===== src/rtl/mode2_rate_meter_pkg.sv =====
// mode2_pkg: shared types and defaults for the Mode 2 rate meter.
package mode2_pkg;

  typedef enum logic [1:0] {
    IDLE    = 2'd0,
    ARM     = 2'd1,
    MEASURE = 2'd2
  } state_t;

  localparam int CNT_W_DEF = 8;

endpackage


===== src/rtl/mode2_rate_meter_if.sv =====
// Result/handshake bundle between the rate meter and its driver/consumer.
// slave: the meter side. master: the stimulus/consumer side.
interface mode2_rate_meter_if #(parameter int CNT_W = 8) ();
  logic             gate;
  logic             sig;
  logic             ack;
  logic [CNT_W-1:0] period;
  logic [CNT_W-1:0] low_time;
  logic             valid;
  logic             overrun;
  logic             timeout;

  modport slave (
    input  gate, sig, ack,
    output period, low_time, valid, overrun, timeout
  );

  modport master (
    output gate, sig, ack,
    input  period, low_time, valid, overrun, timeout
  );
endinterface


===== src/rtl/mode2_rate_meter_edge_sync.sv =====
// mode2_edge_sync: samples sig into s_q, keeps the previous sample in s_qq
// and flags a rising edge. Defining MODE2_METER_SYNC_EN adds a two-flop
// synchronizer ahead of s_q so sig may be asynchronous to clk.
module mode2_edge_sync (
  input  logic clk,
  input  logic rst,
  input  logic sig,
  output logic s_q,
  output logic rise
);

  logic s_qq;
  logic sig_in;

`ifdef MODE2_METER_SYNC_EN
  logic [1:0] sync_q;

  // Two-flop synchronizer; adds two cycles of latency, values unchanged.
  always_ff @(posedge clk) begin
    if (rst) sync_q <= 2'b00;
    else     sync_q <= {sync_q[0], sig};
  end

  assign sig_in = sync_q[1];
`else
  assign sig_in = sig;
`endif

  // Sample register and its one-cycle-delayed copy for edge detection.
  always_ff @(posedge clk) begin
    if (rst) begin
      s_q  <= 1'b0;
      s_qq <= 1'b0;
    end else begin
      s_q  <= sig_in;
      s_qq <= s_q;
    end
  end

  assign rise = s_q & ~s_qq;

endmodule


===== src/rtl/mode2_rate_meter.sv =====
// mode2_rate_meter: measures clk cycles between rising edges of sig and the
// low samples within each period; results are held on a valid/ack handshake
// with a sticky overrun flag and a one-cycle timeout pulse.
// Optional build macro: MODE2_METER_SYNC_EN (synchronizer on sig).
module mode2_rate_meter
  import mode2_pkg::*;
#(
  parameter int CNT_W = CNT_W_DEF
) (
  input  logic             clk,
  input  logic             rst,
  mode2_rate_meter_if.slave bus
);

  localparam logic [CNT_W-1:0] CNT_MAX = {CNT_W{1'b1}};
  localparam logic [CNT_W-1:0] CNT_ONE = {{(CNT_W-1){1'b0}}, 1'b1};

  state_t           state;
  logic [CNT_W-1:0] cnt;
  logic [CNT_W-1:0] lcnt;
  logic [CNT_W-1:0] period_q;
  logic [CNT_W-1:0] low_q;
  logic             valid_q;
  logic             overrun_q;
  logic             timeout_q;
  logic             s_q;
  logic             rise;

  mode2_edge_sync u_edge (
    .clk  (clk),
    .rst  (rst),
    .sig  (bus.sig),
    .s_q  (s_q),
    .rise (rise)
  );

  // Measurement FSM, counters and result handshake with registered outputs.
  // The ack clear is applied first so a same-cycle publish overrides it:
  // ack consumes the old result and the new one stays valid.
  always_ff @(posedge clk) begin
    if (rst) begin
      state     <= IDLE;
      cnt       <= '0;
      lcnt      <= '0;
      period_q  <= '0;
      low_q     <= '0;
      valid_q   <= 1'b0;
      overrun_q <= 1'b0;
      timeout_q <= 1'b0;
    end else begin
      timeout_q <= 1'b0;
      if (bus.ack && valid_q) begin
        valid_q   <= 1'b0;
        overrun_q <= 1'b0;
      end
      if (!bus.gate) begin
        // Gate low aborts the period in progress; held results survive.
        state <= IDLE;
        cnt   <= '0;
        lcnt  <= '0;
      end else begin
        case (state)
          IDLE: state <= ARM;
          ARM: begin
            if (rise) begin
              cnt   <= CNT_ONE;
              lcnt  <= '0;
              state <= MEASURE;
            end
          end
          MEASURE: begin
            if (rise) begin
              period_q  <= cnt;
              low_q     <= lcnt;
              valid_q   <= 1'b1;
              // Unacked pending result gets overwritten -> overrun.
              overrun_q <= valid_q ? ~bus.ack : overrun_q;
              cnt       <= CNT_ONE;
              lcnt      <= '0;
            end else if (cnt == CNT_MAX) begin
              // No edge within the longest measurable period.
              timeout_q <= 1'b1;
              state     <= ARM;
              cnt       <= '0;
              lcnt      <= '0;
            end else begin
              cnt  <= cnt + CNT_ONE;
              lcnt <= lcnt + {{(CNT_W-1){1'b0}}, ~s_q};
            end
          end
          default: state <= IDLE;
        endcase
      end
    end
  end

  assign bus.period   = period_q;
  assign bus.low_time = low_q;
  assign bus.valid    = valid_q;
  assign bus.overrun  = overrun_q;
  assign bus.timeout  = timeout_q;

endmodule


===== src/flat_wrapper.sv =====
// flat-port wrapper written by rule: the top's interface ports become plain ports
module mode2_rate_meter_flat import mode2_pkg::*;
#(
  parameter int CNT_W = CNT_W_DEF
)
  (clk, rst, bus_gate, bus_sig, bus_ack, bus_period, bus_low_time, bus_valid, bus_overrun, bus_timeout);
  mode2_rate_meter_if #(.CNT_W(CNT_W)) bus_i ();
  input  logic clk;
  input  logic rst;
  input wire logic [$bits(bus_i.gate)-1:0] bus_gate;
  input wire logic [$bits(bus_i.sig)-1:0] bus_sig;
  input wire logic [$bits(bus_i.ack)-1:0] bus_ack;
  output wire logic [$bits(bus_i.period)-1:0] bus_period;
  output wire logic [$bits(bus_i.low_time)-1:0] bus_low_time;
  output wire logic [$bits(bus_i.valid)-1:0] bus_valid;
  output wire logic [$bits(bus_i.overrun)-1:0] bus_overrun;
  output wire logic [$bits(bus_i.timeout)-1:0] bus_timeout;
  assign bus_i.gate = bus_gate;
  assign bus_i.sig = bus_sig;
  assign bus_i.ack = bus_ack;
  assign bus_period = bus_i.period;
  assign bus_low_time = bus_i.low_time;
  assign bus_valid = bus_i.valid;
  assign bus_overrun = bus_i.overrun;
  assign bus_timeout = bus_i.timeout;
  mode2_rate_meter #(.CNT_W(CNT_W)) u_core (.clk(clk), .rst(rst), .bus(bus_i));
endmodule

===== config.mk =====
export PLATFORM = sky130hd
export DESIGN_NAME = mode2_rate_meter_flat
export DESIGN_NICKNAME = d
export VERILOG_FILES = /design/src/rtl/mode2_rate_meter_pkg.sv /design/src/rtl/mode2_rate_meter_if.sv /design/src/rtl/mode2_rate_meter_edge_sync.sv /design/src/rtl/mode2_rate_meter.sv /design/src/flat_wrapper.sv
export SDC_FILE = /design/constraint.sdc
export NUM_CORES = 1
export LEC_CHECK = 0
export CORE_MARGIN = 2
export CORE_UTILIZATION = 50
export DETAILED_ROUTE_END_ITERATION = 10
export PLACE_DENSITY = 0.8
export SLEW_MARGIN = 30
export SYNTH_ARGS = -nofsm -noshare
export SYNTH_HDL_FRONTEND = slang
export SYNTH_SLANG_ARGS = --single-unit

===== constraint.sdc =====
create_clock -name clk -period 2.71 [get_ports clk]
set_clock_uncertainty 0.05 [all_clocks]
set_input_delay 0.813 -clock clk [delete_from_list [all_inputs] [get_ports clk]]
set_output_delay 0.813 -clock clk [all_outputs]
set_load 0.05 [all_outputs]

==> flow_metrics.env, run 1 <==
export IMPL_portBuffers=23
export IMPL_clock_latency_ns=0.35
export IMPL_synth_seq_cells=39
export IMPL_syn_area_um2=1610
export IMPL_gp_congestion=0.835
export IMPL_viasPerCell=5.33
export IMPL_n_antenna_cell=0
export IMPL_hold_path_class="reg2reg"
export IMPL_required_ns=1.85
export IMPL_setup_tns_ns=0
export IMPL_syn_to_final_growth_pct=22.7
export IMPL_max_freq_mhz=416
export IMPL_synthCells=163
export IMPL_routed_via_count=1252
export IMPL_finalSetupViolCount=0
export IMPL_clk_transition_reported_paths_ns=0.11
export IMPL_clock_sinks=39
export IMPL_tightestPinTransition_ns=0.839
export IMPL_drive_above_1_share_pct=9.42
export IMPL_initial_core_util_pct=52.6
export IMPL_finalNetCount=198
export IMPL_critPathMaxFanout=4
export IMPL_rsz0062_at_grt="false"
export IMPL_clock_tree_htree_level_count=2
export IMPL_core_um2=3050
export IMPL_max_clock_path_buffers=2
export IMPL_wl_um=3280
export IMPL_hold_end="u_core.cnt[6]$_SDFFE_PP0P_"
export IMPL_io_pin_count=24
export IMPL_grt_pass1_wl_um=5580
export IMPL_timing_rr_end="u_core.cnt[5]$_SDFFE_PP0P_"
export IMPL_irDropWorstVdd_mv=0.301
export IMPL_period_needed_ns=2.41
export IMPL_avgSynthCellArea_um2=9.86
export IMPL_antenna_found_initial=0
export IMPL_hold_path_startpoint="u_core.cnt[6]$_SDFFE_PP0P_"
export IMPL_path_buf_inv=1
export IMPL_yosys_warnings=0
export IMPL_drc=0
export IMPL_p_leak_uw=0.000814
export IMPL_hpwl_um=2320
export IMPL_timing_rr_start="u_core.state[1]$_SDFFE_PP0P_"
export IMPL_cp_startpoint="u_core.bus.valid$_SDFF_PP0_"
export IMPL_path_delay_family="buffers and inverters"
export IMPL_drv_cap=0
export IMPL_num_rows=20
export IMPL_cts_setup_buffers=0
export IMPL_min_path_cells=1
export IMPL_cp_start_kind="register"
export IMPL_cp_arrival_ns=1.54
export IMPL_dieArea_um2=3680
export IMPL_p_per_area_nw_per_um2=516
export IMPL_max_stage_delay_ns=0.82
export IMPL_cp_slowest_cell="clkdlybuf4s50_1"
export IMPL_num_fill_cells=264
export IMPL_maxSlewHeadroom_pct=44.0
export IMPL_ys_seq_area_share_pct=48.6
export IMPL_ant_nets=0
export IMPL_track_usage_pct=20.4
export IMPL_grt_overflow_total=0
export IMPL_grt_max_degree=21
export IMPL_fin_cells=235
export IMPL_numCtsBuffers=5
export IMPL_die_h_um=60.7
export IMPL_yosysUniqueCellTypes=37
export IMPL_drt_initial_drc_count=24
export IMPL_clock_root_buffer="clkbuf_4"
export IMPL_syn_nets=171
export IMPL_dp_cells=227
export IMPL_post_drt_wl_per_cell_um=14.0
export IMPL_hold_buffers=0
export IMPL_first_pass_iters=4
export IMPL_r2r_slack_ns=0.75
export IMPL_min_period_over_period_pct=88.8
export IMPL_crit_path_cell_trace="clkdlybuf4s50_1"
export IMPL_hold_viol=0
export IMPL_die_width_um=60.7
export IMPL_rr_worst_depth=4
export IMPL_status="finished, final reports clean"
export IMPL_cts_tree="done"
export IMPL_grt_pass1_vias=1215
export IMPL_critical_path_class="reg2out"
export IMPL_cp_end_kind="output pin"
export IMPL_finalMaxSlewViolations=0
export IMPL_cts_resized=0
synthesized netlist by cell type, drive strengths merged:
cell type  count  area, um^2
dfxtp         39         781
nor2          30         113
mux2i         16         160
xor2           6        52.6
a21oi          5        32.5
buf            5        33.8
nand3          5        30.0
or3            5        31.3
o2111ai        4        35.0
o21ai          4        20.0
a211oi         3        22.5
a22o           3        26.3
clkbuf         3        11.3
ha             3        37.5
inv            3        11.3
nand2          3        11.3
nand2b         3        18.8
nor2b          3        18.8
xnor2          3        26.3
a21o           2        15.0
a41oi          2        17.5
and3           2        12.5
nor3           2        15.0
a2111oi        1        8.76
a311oi         1        8.76
a31oi          1        6.26
and2           1        7.51
and4           1        8.76
nand4          1        6.26
nand4bb        1        11.3
nor4bb         1        10.0
o22ai          1        6.26
power breakdown:
group | internal [uW] | total, uW | leakage, uW | switching [uW]
registers | 576 | 579 | 0.000315 | 3.30
logic | 13.7 | 33.0 | 0.000451 | 19.3
clock network | 218 | 405 | 0.0000482 | 187
total | 807 | 1020 | 0.000814 | 209
sequential cells by signal, indices dropped and copies added, names as in the netlist:
signal,cells
u_core.u_edge.s_q,1
u_core.bus.timeout,1
u_core.cnt,8
u_core.bus.valid,1
u_core.lcnt,8
u_core.state,2
u_core.u_edge.s_qq,1
u_core.bus.period,8
u_core.bus.overrun,1
u_core.bus.low_time,8
cells by family (layout without fill, tap and decap cells):
kind of cell	Yosys count	in the layout	synth area share, %
buffers and inverters	11	39	3.50
and+or+nand+nor	58	58	18.3
xor gates and xnor gates	9	9	4.91
DFF	39	39	48.6
muxes	16	16	9.97
adders and majority gates	3	3	2.34
AOI/OAI and AO/OA	27	27	12.4
worst max-delay path by stage:
stage               cells after the start  slack, ns                         end
floorplan                               4       0.91  u_core.cnt[6]$_SDFFE_PP0P_
global placement                        5       0.37  u_core.cnt[6]$_SDFFE_PP0P_
detailed placement                      5       0.35  u_core.cnt[4]$_SDFFE_PP0P_
CTS                                     1       0.28                   bus_valid
global route                            1       0.24                   bus_valid
finish                                  1       0.30                   bus_valid
layer usage:
layer,part of all wire (%),track usage [%]
met5,0,0
met4,0.97,4.66
met1,47,26.7
met3,4.9,7.25
met2,47,32.6
layout make-up:
class	count	area, um^2	share of cell area [%]
timing repair buffer	28	268	13.6
tap	44	55.1	2.79
multi-input combinational	113	769	39.0
inverter	3	11.3	0.571
clock inverter	2	35.0	1.78
clock buffer	6	51.3	2.60
sequential	39	781	39.6
cells in the final DEF, fill, tap and decap left out, types with 4 or more instances in the layout:
master and count:
dfxtp_1 39, nor2_1 30, clkdlybuf4s50_1 23, mux2i_1 16, xor2_1 6, or3_1 5, clkbuf_4 5, buf_4 5
nand3_1 4, o2111ai_1 4, o21ai_0 4
through the flow:
stage / area, um^2 / hold slack (ns) / setup WS (ns) / power (uW) / utilization, %
2_1_floorplan: 1610 / 0.398 / 0.911 / 610 / -
3_3_place_gp: 1880 / 0.422 / 0.371 / 623 / 61.7
3_5_place_dp: 1880 / 0.431 / 0.355 / 624 / 61.7
4_1_cts: 1970 / 0.460 / 0.284 / 1020 / 64.5
5_1_grt: 1970 / 0.471 / 0.236 / 1050 / 64.5
6_report: 1970 / 0.452 / 0.304 / 1020 / 64.5
Note: power is estimated with default switching activity, not from simulation.
==> inputs of run 2 (changes only) <==
CORE_ASPECT_RATIO = 0.8   (was default)
GPL_ROUTABILITY_DRIVEN = 0   (was default)
==> run 2 against run 1 <==
Net effect: sequential cell count unchanged; die area about the same; sequential share of layout area up 0.28 points; critical path type unchanged; critical endpoint unchanged.
==> flow_metrics.env, run 2 (same netlist as run 1, synthesis figures left out) <==
export IMPL_max_clock_path_buffers=2
export IMPL_intPower_uw=768
export IMPL_routed_via_count=1266
export IMPL_io_pin_count=24
export IMPL_critPathMaxFanout=4
export IMPL_ant_nets=0
export IMPL_syn_to_final_growth_pct=21.8
export IMPL_critical_path_class="reg2out"
export IMPL_antenna_found_initial=0
export IMPL_min_path_cells=1
export IMPL_grt_pass1_wl_um=5190
export IMPL_irDropWorstVdd_mv=0.287
export IMPL_tightestPinTransition_ns=0.817
export IMPL_period_needed_ns=2.35
export IMPL_cts_setup_buffers=0
export IMPL_initial_core_util_pct=52.1
export IMPL_setup_tns_ns=0
export IMPL_die_h_um=54.7
export IMPL_hold_path_class="reg2reg"
export IMPL_cp_arrival_ns=1.49
export IMPL_hold_viol=0
export IMPL_drt_initial_drc_count=37
export IMPL_required_ns=1.85
export IMPL_finalSetupViolCount=0
export IMPL_core_um2=3090
export IMPL_p_per_area_nw_per_um2=504
export IMPL_clk_transition_reported_paths_ns=0.07
export IMPL_portBuffers=23
export IMPL_maxSlewHeadroom_pct=45.5
export IMPL_rr_worst_depth=4
export IMPL_drv_cap=0
export IMPL_hold_buffers=0
export IMPL_finalMaxSlewViolations=0
export IMPL_max_stage_delay_ns=0.82
export IMPL_status="finished, final reports clean"
export IMPL_seq_power_share_pct=58.7
export IMPL_layout_commonest_cell="dfxtp_1"
export IMPL_hpwl_um=2320
export IMPL_r2r_slack_ns=0.68
export IMPL_p_leak_uw=0.000801
export IMPL_cp_end_kind="output pin"
export IMPL_cp_startpoint="u_core.bus.valid$_SDFF_PP0_"
export IMPL_wl_um=3190
export IMPL_n_antenna_cell=0
export IMPL_min_period_over_period_pct=86.7
export IMPL_drc=0
export IMPL_path_delay_family="buffers and inverters"
export IMPL_timing_rr_start="u_core.state[1]$_SDFFE_PP0P_"
export IMPL_cp_depth=1
export IMPL_finalNetCount=197
export IMPL_cts_tree="done"
export IMPL_clock_sinks=39
export IMPL_switching_share_pct=22.1
export IMPL_numCtsBuffers=5
export IMPL_viasPerCell=5.50
export IMPL_track_usage_pct=20.1
export IMPL_grt_max_degree=21
export IMPL_fin_cells=230
export IMPL_clock_latency_ns=0.29
export IMPL_grt_pass1_vias=1192
export IMPL_first_pass_iters=4
export IMPL_cts_resized=0
export IMPL_cp_slowest_cell="clkdlybuf4s50_1"
export IMPL_post_drt_wl_per_cell_um=13.9
export IMPL_max_freq_mhz=426
export IMPL_grt_overflow_total=0
export IMPL_num_rows=18
export IMPL_dieArea_um2=3690
export IMPL_crit_path_cell_trace="clkdlybuf4s50_1"
export IMPL_die_width_um=67.4
export IMPL_power_frac_comb_pct=3.2
export IMPL_final_cell_mix="39 x dfxtp_1, 30 x nor2_1, 23 x clkdlybuf4s50_1"
export IMPL_drive_above_1_share_pct=8.42
export IMPL_timing_rr_end="u_core.cnt[7]$_SDFFE_PP0P_"
export IMPL_clock_power_share_pct=38.1
export IMPL_path_buf_inv=1
export IMPL_clock_root_buffer="clkbuf_8"
export IMPL_rsz0062_at_grt="false"
export IMPL_dp_cells=222
export IMPL_clock_tree_htree_level_count=2
export IMPL_p_sw_uw=218
export IMPL_endpoint="bus_valid"
export IMPL_cp_start_kind="register"
==> run 2: cell count changes in the layout (fill, tap and decap cells not counted) <==
cell        previous run  this run
clkbuf_8               1         5
clkbuf_4               5         0
clkbuf_1               0         1
clkinvlp_4             0         1
buf_4                  5         4
bufinv_16              1         0
==> run 2: per-stage QoR <==
step	utilization (%)	setup WS, ns	power, uW	area [um^2]	hold slack (ns)
2_1_floorplan	-	0.911	610	1610	0.398
3_3_place_gp	60.7	0.360	622	1870	0.420
3_5_place_dp	60.7	0.251	623	1870	0.419
4_1_cts	63.4	0.345	998	1960	0.437
5_1_grt	63.4	0.315	1020	1960	0.465
6_report	63.4	0.361	985	1960	0.433
==> run 2: layout make-up <==
cell class              instances  area [um^2]
flip-flops and latches         39          781
inverters                       3         11.3
well taps                      40         50.0
multi-input cells             113          769
clock buffers                   6         72.6
repair buffers                 27          260
fillers                       246         1130
clock inverters                 2         12.5
==> run 2: worst min path at each step <==
stage / start / endpoint / slack [ns]
2_1_floorplan: u_core.cnt[6]$_SDFFE_PP0P_ / u_core.cnt[6]$_SDFFE_PP0P_ / 0.40
3_3_place_gp: u_core.cnt[6]$_SDFFE_PP0P_ / u_core.cnt[6]$_SDFFE_PP0P_ / 0.42
3_5_place_dp: u_core.cnt[6]$_SDFFE_PP0P_ / u_core.cnt[6]$_SDFFE_PP0P_ / 0.42
4_1_cts: u_core.cnt[6]$_SDFFE_PP0P_ / u_core.cnt[6]$_SDFFE_PP0P_ / 0.44
5_1_grt: u_core.cnt[6]$_SDFFE_PP0P_ / u_core.cnt[6]$_SDFFE_PP0P_ / 0.47
6_report: u_core.cnt[6]$_SDFFE_PP0P_ / u_core.cnt[6]$_SDFFE_PP0P_ / 0.43
==> run 2: power groups by stage <==
stage	clock, uW	sequential [uW]	combinational (uW)
2_1_floorplan	0	591	19.3
3_3_place_gp	0	591	30.2
3_5_place_dp	0	592	31.6
4_1_cts	388	578	31.7
5_1_grt	407	578	34.8
6_report	375	578	31.7
==> run 2: routing by layer <==
metal | up-vias | share of wire (%) | global-route usage, %
met5 | - | 0 | 0
met4 | 0 | 2.4 | 12.9
met3 | 9 | 4.4 | 5.97
met2 | 32 | 47 | 33.0
met1 | 593 | 46 | 23.2
li1 | 632 | - | -
